===== config.mk =====
export PLATFORM = sky130hd
export DESIGN_NAME = gamepad_poll_scheduler_flat
export DESIGN_NICKNAME = d
export VERILOG_FILES = /design/src/rtl/gamepad_pkg.sv /design/src/rtl/gamepad_poll_scheduler_if.sv /design/src/rtl/gamepad_bit_mapper.sv /design/src/rtl/gamepad_poll_scheduler.sv /design/src/flat_wrapper.sv
export SDC_FILE = /design/constraint.sdc
export NUM_CORES = 1
export LEC_CHECK = 0
export CORE_MARGIN = 4
export CORE_UTILIZATION = 55
export DETAILED_ROUTE_END_ITERATION = 8
export PLACE_DENSITY_LB_ADDON = 0.12
export REMOVE_ABC_BUFFERS = 1
export SKIP_LAST_GASP = 1
export SLEW_MARGIN = 25
export SYNTH_ARGS = -nofsm -noshare
export SYNTH_HDL_FRONTEND = slang
export SYNTH_HIERARCHICAL = 1
export SYNTH_SLANG_ARGS = --single-unit

===== constraint.sdc =====
create_clock -name clk_50 -period 2.41 [get_ports clk_50]
set_input_delay 0.482 -clock clk_50 [delete_from_list [all_inputs] [get_ports clk_50]]
set_output_delay 0.482 -clock clk_50 [all_outputs]
set_load 0.05 [all_outputs]

===== src/rtl/gamepad_pkg.sv =====
// Shared definitions for the gamepad poll scheduler:
// button indices, FSM states and default timing.
package gamepad_pkg;

    localparam int BTN_W = 12;
    localparam int BTN_A = 0;
    localparam int BTN_B = 1;
    localparam int BTN_SELECT = 2;
    localparam int BTN_START = 3;
    localparam int BTN_UP = 4;
    localparam int BTN_DOWN = 5;
    localparam int BTN_LEFT = 6;
    localparam int BTN_RIGHT = 7;
    localparam int BTN_Y = 8;
    localparam int BTN_X = 9;
    localparam int BTN_L = 10;
    localparam int BTN_R = 11;

    localparam int RAW_W = 16;

    localparam int HALF_BIT_DEF = 150;
    localparam int LATCH_CYC_DEF = 300;
    localparam int POLL_PERIOD_DEF = 833333;
    localparam int TMR_W_DEF = 20;

    typedef enum logic [1:0] {
        IDLE = 2'd0,
        LATCH = 2'd1,
        SHIFT = 2'd2,
        COMMIT = 2'd3
    } state_t;

endpackage


===== src/rtl/gamepad_poll_scheduler_if.sv =====
// Snapshot bus between the poll scheduler and the game logic:
// button state, edge pulses, presence and the valid/ack handshake.
interface gamepad_poll_scheduler_if;
    import gamepad_pkg::*;

    logic [BTN_W-1:0] p1_buttons;
    logic [BTN_W-1:0] p2_buttons;
    logic [BTN_W-1:0] p1_pressed;
    logic [BTN_W-1:0] p2_pressed;
    logic [1:0] present;
    logic snap_valid;
    logic snap_ack;
    logic overrun;

    modport master (
        output p1_buttons,
        output p2_buttons,
        output p1_pressed,
        output p2_pressed,
        output present,
        output snap_valid,
        output overrun,
        input snap_ack
    );

    modport slave (
        input p1_buttons,
        input p2_buttons,
        input p1_pressed,
        input p2_pressed,
        input present,
        input snap_valid,
        input overrun,
        output snap_ack
    );

endinterface


===== src/rtl/gamepad_bit_mapper.sv =====
// Maps one port's 16 raw serial bits (low = pressed) onto
// the common 12-button word; an all-zero frame means no pad.
module gamepad_bit_mapper
    import gamepad_pkg::*;
(
    input logic [RAW_W-1:0] raw,
    input logic is_snes,
    output logic present,
    output logic [BTN_W-1:0] buttons
);

    // Decode by controller type, then blank an absent port
    always_comb begin
        buttons = '0;
        present = |raw;
        if (is_snes) begin
            buttons[BTN_B] = ~raw[0];
            buttons[BTN_Y] = ~raw[1];
            buttons[BTN_SELECT] = ~raw[2];
            buttons[BTN_START] = ~raw[3];
            buttons[BTN_UP] = ~raw[4];
            buttons[BTN_DOWN] = ~raw[5];
            buttons[BTN_LEFT] = ~raw[6];
            buttons[BTN_RIGHT] = ~raw[7];
            buttons[BTN_A] = ~raw[8];
            buttons[BTN_X] = ~raw[9];
            buttons[BTN_L] = ~raw[10];
            buttons[BTN_R] = ~raw[11];
        end else begin
            buttons[BTN_A] = ~raw[0];
            buttons[BTN_B] = ~raw[1];
            buttons[BTN_SELECT] = ~raw[2];
            buttons[BTN_START] = ~raw[3];
            buttons[BTN_UP] = ~raw[4];
            buttons[BTN_DOWN] = ~raw[5];
            buttons[BTN_LEFT] = ~raw[6];
            buttons[BTN_RIGHT] = ~raw[7];
        end
        if (!present) begin
            buttons = '0;
        end
    end

endmodule


===== src/rtl/gamepad_poll_scheduler.sv =====
// Polls two (S)NES ports over a shared latch/clock pair and
// publishes a 12-button snapshot per player with valid/ack.
module gamepad_poll_scheduler
    import gamepad_pkg::*;
#(
    parameter int HALF_BIT = HALF_BIT_DEF,
    parameter int LATCH_CYC = LATCH_CYC_DEF,
    parameter int POLL_PERIOD = POLL_PERIOD_DEF,
    parameter int TMR_W = TMR_W_DEF
) (
    input logic clk_50,
    input logic reset,
    input logic poll_en,
    input logic frame_sync,
    input logic [1:0] is_snes,
    input logic [1:0] pad_data,
    output logic pad_latch,
    output logic pad_clk,
    output logic busy,
    gamepad_poll_scheduler_if.master snap
);

    localparam int BIT_CYC = 2 * HALF_BIT;
    localparam int CNT_MAX = (LATCH_CYC > BIT_CYC) ? LATCH_CYC : BIT_CYC;
    localparam int CNT_W = $clog2(CNT_MAX + 1);

    localparam logic [CNT_W-1:0] LATCH_LAST = CNT_W'(LATCH_CYC - 1);
    localparam logic [CNT_W-1:0] HALF_LAST = CNT_W'(HALF_BIT - 1);
    localparam logic [CNT_W-1:0] HALF_LEN = CNT_W'(HALF_BIT);
    localparam logic [CNT_W-1:0] BIT_LAST = CNT_W'(BIT_CYC - 1);
    localparam logic [TMR_W-1:0] TMR_LAST = TMR_W'(POLL_PERIOD - 1);

    state_t state;
    state_t state_nx;

    logic [CNT_W-1:0] cyc_cnt;
    logic [3:0] bit_idx;
    logic [TMR_W-1:0] tmr;
    logic [1:0] snes_q;
    logic [RAW_W-1:0] raw1;
    logic [RAW_W-1:0] raw2;

    logic [BTN_W-1:0] btn1_q;
    logic [BTN_W-1:0] btn2_q;
    logic [BTN_W-1:0] btn1_nx;
    logic [BTN_W-1:0] btn2_nx;
    logic [1:0] pres_q;
    logic [1:0] pres_nx;
    logic valid_q;
    logic ovr_q;

    logic start;
    logic tmr_hit;
    logic latch_done;
    logic half_pt;
    logic bit_end;
    logic last_bit;
    logic commit;

    assign tmr_hit = (tmr == TMR_LAST);
    assign latch_done = (cyc_cnt == LATCH_LAST);
    assign half_pt = (cyc_cnt == HALF_LAST);
    assign bit_end = (cyc_cnt == BIT_LAST);
    assign last_bit = (bit_idx == 4'd15);
    assign commit = (state == COMMIT);

    // State register
    always_ff @(posedge clk_50) begin
        if (!reset) begin
            state <= IDLE;
        end else begin
            state <= state_nx;
        end
    end

    // Next-state logic and poll start decision
    always_comb begin
        state_nx = state;
        start = 1'b0;
        unique case (state)
            IDLE: begin
                if (poll_en && (frame_sync || tmr_hit)) begin
                    start = 1'b1;
                    state_nx = LATCH;
                end
            end
            LATCH: begin
                if (latch_done) begin
                    state_nx = SHIFT;
                end
            end
            SHIFT: begin
                if (bit_end && last_bit) begin
                    state_nx = COMMIT;
                end
            end
            COMMIT: begin
                state_nx = IDLE;
            end
            default: begin
                state_nx = IDLE;
            end
        endcase
    end

    // Phase cycle counter and bit index; both rest at 0 in IDLE
    always_ff @(posedge clk_50) begin
        if (!reset) begin
            cyc_cnt <= '0;
            bit_idx <= '0;
        end else begin
            unique case (state)
                LATCH: begin
                    cyc_cnt <= latch_done ? '0 : cyc_cnt + CNT_W'(1);
                end
                SHIFT: begin
                    if (bit_end) begin
                        cyc_cnt <= '0;
                        bit_idx <= bit_idx + 4'd1;
                    end else begin
                        cyc_cnt <= cyc_cnt + CNT_W'(1);
                    end
                end
                default: begin
                    cyc_cnt <= '0;
                    bit_idx <= '0;
                end
            endcase
        end
    end

    // Fallback timer, saturating so a late IDLE still triggers
    always_ff @(posedge clk_50) begin
        if (!reset) begin
            tmr <= '0;
        end else if (start || !poll_en) begin
            tmr <= '0;
        end else if (!tmr_hit) begin
            tmr <= tmr + TMR_W'(1);
        end
    end

    // Controller type is frozen for the whole poll
    always_ff @(posedge clk_50) begin
        if (!reset) begin
            snes_q <= '0;
        end else if (start) begin
            snes_q <= is_snes;
        end
    end

    // Sample both data lines just before pad_clk falls
    always_ff @(posedge clk_50) begin
        if (!reset) begin
            raw1 <= '0;
            raw2 <= '0;
        end else if (state == SHIFT && half_pt) begin
            raw1[bit_idx] <= pad_data[0];
            raw2[bit_idx] <= pad_data[1];
        end
    end

    gamepad_bit_mapper u_map_p1 (
        .raw(raw1),
        .is_snes(snes_q[0]),
        .present(pres_nx[0]),
        .buttons(btn1_nx)
    );

    gamepad_bit_mapper u_map_p2 (
        .raw(raw2),
        .is_snes(snes_q[1]),
        .present(pres_nx[1]),
        .buttons(btn2_nx)
    );

    // Snapshot registers load at the end of COMMIT
    always_ff @(posedge clk_50) begin
        if (!reset) begin
            btn1_q <= '0;
            btn2_q <= '0;
            pres_q <= '0;
        end else if (commit) begin
            btn1_q <= btn1_nx;
            btn2_q <= btn2_nx;
            pres_q <= pres_nx;
        end
    end

    // Handshake: a commit always wins over a same-cycle ack
    always_ff @(posedge clk_50) begin
        if (!reset) begin
            valid_q <= 1'b0;
            ovr_q <= 1'b0;
        end else if (commit) begin
            valid_q <= 1'b1;
            if (valid_q) begin
                ovr_q <= ~snap.snap_ack;
            end
        end else if (valid_q && snap.snap_ack) begin
            valid_q <= 1'b0;
            ovr_q <= 1'b0;
        end
    end

    assign pad_latch = (state == LATCH);
    assign pad_clk = !(state == SHIFT && cyc_cnt >= HALF_LEN);
    assign busy = (state != IDLE);

    assign snap.p1_buttons = btn1_q;
    assign snap.p2_buttons = btn2_q;
    assign snap.p1_pressed = commit ? (btn1_nx & ~btn1_q) : '0;
    assign snap.p2_pressed = commit ? (btn2_nx & ~btn2_q) : '0;
    assign snap.present = pres_q;
    assign snap.snap_valid = valid_q;
    assign snap.overrun = ovr_q;

endmodule

===== src/flat_wrapper.sv =====
// flat-port wrapper written by rule: the top's interface ports become plain ports
module gamepad_poll_scheduler_flat import gamepad_pkg::*;
#(
    parameter int HALF_BIT = HALF_BIT_DEF,
    parameter int LATCH_CYC = LATCH_CYC_DEF,
    parameter int POLL_PERIOD = POLL_PERIOD_DEF,
    parameter int TMR_W = TMR_W_DEF
)
  (clk_50, reset, poll_en, frame_sync, is_snes, pad_data, pad_latch, pad_clk, busy, snap_p1_buttons, snap_p2_buttons, snap_p1_pressed, snap_p2_pressed, snap_present, snap_snap_valid, snap_overrun, snap_snap_ack);
  gamepad_poll_scheduler_if snap_i ();
  input logic clk_50;
  input logic reset;
  input logic poll_en;
  input logic frame_sync;
  input logic [1:0] is_snes;
  input logic [1:0] pad_data;
  output logic pad_latch;
  output logic pad_clk;
  output logic busy;
  output wire logic [$bits(snap_i.p1_buttons)-1:0] snap_p1_buttons;
  output wire logic [$bits(snap_i.p2_buttons)-1:0] snap_p2_buttons;
  output wire logic [$bits(snap_i.p1_pressed)-1:0] snap_p1_pressed;
  output wire logic [$bits(snap_i.p2_pressed)-1:0] snap_p2_pressed;
  output wire logic [$bits(snap_i.present)-1:0] snap_present;
  output wire logic [$bits(snap_i.snap_valid)-1:0] snap_snap_valid;
  output wire logic [$bits(snap_i.overrun)-1:0] snap_overrun;
  input wire logic [$bits(snap_i.snap_ack)-1:0] snap_snap_ack;
  assign snap_p1_buttons = snap_i.p1_buttons;
  assign snap_p2_buttons = snap_i.p2_buttons;
  assign snap_p1_pressed = snap_i.p1_pressed;
  assign snap_p2_pressed = snap_i.p2_pressed;
  assign snap_present = snap_i.present;
  assign snap_snap_valid = snap_i.snap_valid;
  assign snap_overrun = snap_i.overrun;
  assign snap_i.snap_ack = snap_snap_ack;
  gamepad_poll_scheduler #(.HALF_BIT(HALF_BIT), .LATCH_CYC(LATCH_CYC), .POLL_PERIOD(POLL_PERIOD), .TMR_W(TMR_W)) u_core (.clk_50(clk_50), .reset(reset), .poll_en(poll_en), .frame_sync(frame_sync), .is_snes(is_snes), .pad_data(pad_data), .pad_latch(pad_latch), .pad_clk(pad_clk), .busy(busy), .snap(snap_i));
endmodule

==> results.md <==
* Vias at 4041
* Slew at the pin with the worst max-slew slack at 638 ps
* Vias in the first global route at 3806
* Final-stage net count at 624
* Max Freq at 422 MHz
* GPL Wtd Cong at 0.888
* Worst Path Arrival at 1890 ps
* Num ports at 64
* Fin crit share at 98.3%
* Slowest CP cell: nor4_2
* Critical path endpoint category: output pin
* Initial antenna violation count at 0
* CTS Root Cell: clkbuf_8
* Initial Utilization at 57.4%
* Total Wirelength at 10900 um
* Crit-path max FO at 6
* Worst Setup Start Kind: register
* Share of cells above drive strength 1 at 11.9%
* Fin. max-slew vios at 0
* Yosys cell types at 46
* Num CTS Buffers at 9
* Routed wl met3 at 660 um
* Fin area at 6030 sq um
* GRT Overall Usage at 21.2%
* Mapped Cells at 549
* Worst-skew pair later-pin latency at 360 ps
* CTS max path bufs at 2
* Number of setup violations in the final report at 0
* Routed length per instance at 15.3 um
* Global-route wire length before repair at 17700 um
* Top sig layer: met4
* Post-synth ARST share at 0%
* Clk slew on worst S/H paths at 90 ps
* CP delay by family, top: simple AND/OR/NAND/NOR gates
* Post-DP Area at 5700 sq um
* ANT cells at 0
* Worst Path Buf+Inv at 1
* MaxCap Viol Count at 0
* TritonCTS clock tree: done
* Worst path cell trace: nor4_2, and4_2, nor2_1, and3b_1, buf_12
* Drt pass-1 iters at 4
* Routed Antenna Nets at 0
* PD cells at 524 nW/um^2
* Commonest non-fill, non-tap cells in the layout: dfxtp_1, nor2_1, nand2_1, nor2b_1, mux2i_1
* Commonest non-fill, non-tap cell in the layout: dfxtp_1
* Row count at 33
* Total gr overflow at 0
* Synth warn at 6
* RSZ-0062 raised after global routing: yes
* Worst Skew at 14.1 ps
* Required time worst endpoint at 1930 ps
* Htree depth at 3
* Post-CTS Setup Repair Bufs at 0
* Worst VDD drop at 0.447 mV
* Sink Count at 97
* Average size of a mapped cell at 8.71 sq um
* Core area at 8340 sq um
* PortBufs at 63
* Final-report hold violation count at 0
* Die H at 101 um
* Min cycle time layout at 2370 ps
* Synthesized cell area at 4780 sq um
* Hold-fix buffers, CTS at 0
* Metal2 WL at 4990 um
* Kind of critical path: register to output pin
* FF+latch count, synth at 97
* Die W at 101 um
* HPWL Detailed at 7570 um
* Post-synth EDFFs at 0
* R2R Setup Slk at 280 ps
* Critical Path Max Stage Delay at 400 ps
* Top FF cell, synth: dfxtp_1
* Sequential cell area fraction in the yosys report at 40.6%
* Outcome: finished clean
* M1 WL at 5050 um
* Slew HR at 57.4%
* Vias per inst at 5.68
* Largest net degree at the start of global routing at 54
* Leakage at 2.11 nW
* TNS Setup at 0 ps
* Full die area at 10300 sq um
* Worst hold path class: primary input to register
* DRT iter0 DRCs at 209
* Area growth syn-to-layout at 26.1%
* Drt drc at 0
repair_timing:
| action | 4_1_cts | 5_1_grt |
|---|---|---|
| resized for setup | 2 | 20 |
| pin swaps | 0 | 4 |
| gates cloned | 0 | 2 |
| endpoints found under the setup margin | 18 | 24 |
power by group:
part | leakage (nW) | internal (mW) | switching [mW] | total, mW
Sequential | 0.784 | 1.63 | 0.0397 | 1.67
Clock | 0.0970 | 0.512 | 0.545 | 1.06
Combinational | 1.23 | 0.161 | 0.276 | 0.437
Total | 2.11 | 2.30 | 0.861 | 3.16
cell usage after synthesis (2+ instances only):
cell type  count  area [sq um]
clkbuf_1      21          78.8
nor3b_1       11          82.6
buf_2          2          10.0
nor2_1        61           229
o21a_1         2          15.0
nand4_1       12          75.1
xnor2_1       13           114
nand2b_1       2          12.5
or3_1          2          12.5
and3b_1       25           219
and4_1         2          17.5
xor2_1         9          78.8
nor3_1         6          30.0
buf_1          3          11.3
and4_4         2          22.5
or4_1          3          22.5
buf_6          2          22.5
nor4_1         8          50.1
a21oi_1        8          40.0
a21o_1         2          15.0
o21ai_0       27           135
a31oi_1        3          18.8
mux2i_1       37           370
and3_1         3          18.8
ha_1          13           163
nand3_1       17          85.1
dfxtp_1       97          1940
a21boi_0      27           203
nand2_1       51           191
nor2b_1       43           269
a211oi_1       5          37.5
inv_1         14          52.6
nand3b_1       3          22.5
state kept, by name, summed over array words and instances (netlist names), 2 cells and up:
name	count
u_core/raw1	16
u_core/cyc_cnt	9
u_core/bit_idx	4
u_core/tmr	20
u_core/snap.p2_buttons	12
u_core/state	2
u_core/snap.present	2
u_core/snap.p1_buttons	12
u_core/raw2	16
u_core/snes_q	2
per-layer routing:
metal | GRT usage (%) | vias up
li1 | - | 1997
met5 | 0 | -
met1 | 28.6 | 1911
met2 | 33.9 | 114
met4 | 5.73 | 0
met3 | 5.17 | 19
worst register-to-register path, delay by kind of cell, from the launching register on:
family | cells | cell delay, ps
DFF | 1 | 360
AOI/OAI and AO/OA | 2 | 350
and+or+nand+nor | 3 | 1050
buffers and inverters | 1 | 230
kinds of logic (layout without fill, tap and decap cells):
logic type | count (synthesis) | after routing | share of synthesized area [%]
xor+xnor | 22 | 22 | 4.03
buf+inv | 42 | 98 | 3.66
fa+ha+maj | 13 | 13 | 3.40
flops | 97 | 97 | 40.6
compound gates | 79 | 79 | 10.6
simple gates | 259 | 261 | 30.0
mux | 37 | 37 | 7.74
worst paths after layout:
| path | from | end | cells after the start |
|---|---|---|---|
| max | u_core/raw2[12] | snap_p2_pressed[2] | 5 |
| min | reset | u_core/snap.p1_buttons[10] | 2 |
| max reg2reg | u_core/tmr[7] | u_core/tmr[14] | 6 |
| min reg2reg | u_core/snap.overrun | u_core/snap.overrun | 2 |
layout make-up:
| type | count | area, sq um |
|---|---|---|
| clock buffer | 12 | 145 |
| clock inverter | 4 | 51.3 |
| fill | 612 | 2310 |
| inverter | 14 | 52.6 |
| multi-input combinational | 412 | 2790 |
| sequential | 97 | 1950 |
| tap | 105 | 131 |
| timing repair buffer | 68 | 908 |
through the flow:
stage | setup WS (ps) | utilization, % | cells | hold WS (ps) | power [mW]
detailed placement | 312 | 68.4 | 694 | 462 | 2.14
finish | 41.8 | 72.3 | 712 | 435 | 3.16
global placement | 365 | 68.4 | 694 | 450 | 2.13
global route | -27.1 | 72.3 | 712 | 429 | 3.30
floorplan | -301 | - | 521 | 456 | 2.00
CTS | -2.04 | 70.9 | 710 | 419 | 3.19
Note: power is estimated with default switching activity, not from simulation.
==> RTL edit (same flow settings) <==
`BTN_W`: 12 -> 18.
--- a/src/rtl/gamepad_pkg.sv
+++ b/src/rtl/gamepad_pkg.sv
@@ -2,7 +2,7 @@
 // button indices, FSM states and default timing.
 package gamepad_pkg;
 
-    localparam int BTN_W = 12;
+    localparam int BTN_W = 18;
     localparam int BTN_A = 0;
     localparam int BTN_B = 1;
     localparam int BTN_SELECT = 2;
Ports: changed (resized snap_p1_buttons, snap_p1_pressed, snap_p2_buttons and snap_p2_pressed); port bits go from 64 to 88. The function was not compared with the original's and may differ.
==> RTL edit against the original RTL <==
- power grew 13%
- via count grew 8.9%
- worst setup slack got worse by 0.016 ns
- first-iteration DRC count rose by 7.7%
- count of clock-buffer cells in the layout did not move
- sequential cell count increased by 12
- synthesized cell count increased by 11%
- wire length up 11%
- register-to-register slack worse by 0.02 ns
- area after synthesis is 14% higher
- global-route usage is 0.44 points lower
- final area grew 13%
- critical path type unchanged
- largest cell class unchanged
==> RTL edit: results (changes against the original RTL) <==
- M1 GR Usage: 0.274 (was 0.286)
- Hold Crit Class: flip-flop to flip-flop (was input pin to flip-flop)
- Avg Vias per Cell: 5.45 (was 5.68)
- Crit path launch: u_core/raw1[8] (was u_core/raw2[12])
- Clock Skew: 0.0145 ns (was 0.0141 ns)
- Global-route usage over all layers: 0.207 (was 0.212)
- Final wirelength: 12.1 mm (was 10.9 mm)
- IO Port Bufs: 75 (was 63)
- Crit path max-delay cell type: nor4_4 (was nor4_2)
- Worst setup margin: 0.0263 ns (was 0.0418 ns)
- Worst Max-Slew Pin Slew: 0.652 ns (was 0.638 ns)
- Final net count: 693 (was 624)
- R2R setup slack: 0.26 ns (was 0.28 ns)
- Met2 usage: 0.350 (was 0.339)
- Avg Inst Size Synth: 9.00 sq um (was 8.71 sq um)
- Final Wtd Congestion: 0.844 (was 0.888)
- Worst hold slack: 0.485 ns (was 0.435 ns)
- Met2 WL: 6.04 mm (was 4.99 mm)
- Worst-case reg-to-reg path depth: 5 (was 6)
- Status: completed (unchanged)
- Hold_sp: u_core/snap.overrun (was reset)
- Area grow syn2layout: 25.3% (was 26.1%)
- Non-Filler Instances: 808 (was 712)
- Non-clock inverters: 17 (was 14)
- Metal3 WL: 598 um (was 660 um)
-- RTL edit: worst max-delay path: cells and delay by family (launching register included) --
kind,cells,cell delay (ns)
flip-flops,1,0.36
buffers and inverters,1,0.15
AND/OR/NAND/NOR,4,1.04
-- RTL edit: cell families (layout without fill, tap and decap cells) --
group | Yosys count | after routing | synth area share
simple gates | 272 | 274 | 0.292
flops | 109 | 109 | 0.400
compound gates | 78 | 78 | 0.0958
buf+inv | 61 | 117 | 0.0550
mux | 49 | 49 | 0.0898
xor+xnor | 23 | 23 | 0.0369
fa+ha+maj | 13 | 13 | 0.0298
other cells | 2 | 12 | 0.00138
-- RTL edit: timing repair --
item / CTS / global route
gates cloned: 1 / 1
resized for setup: 7 / 11
endpoints found under the setup margin: 24 / 19
setup buffers: 1 / 0
pin swaps: 1 / 3
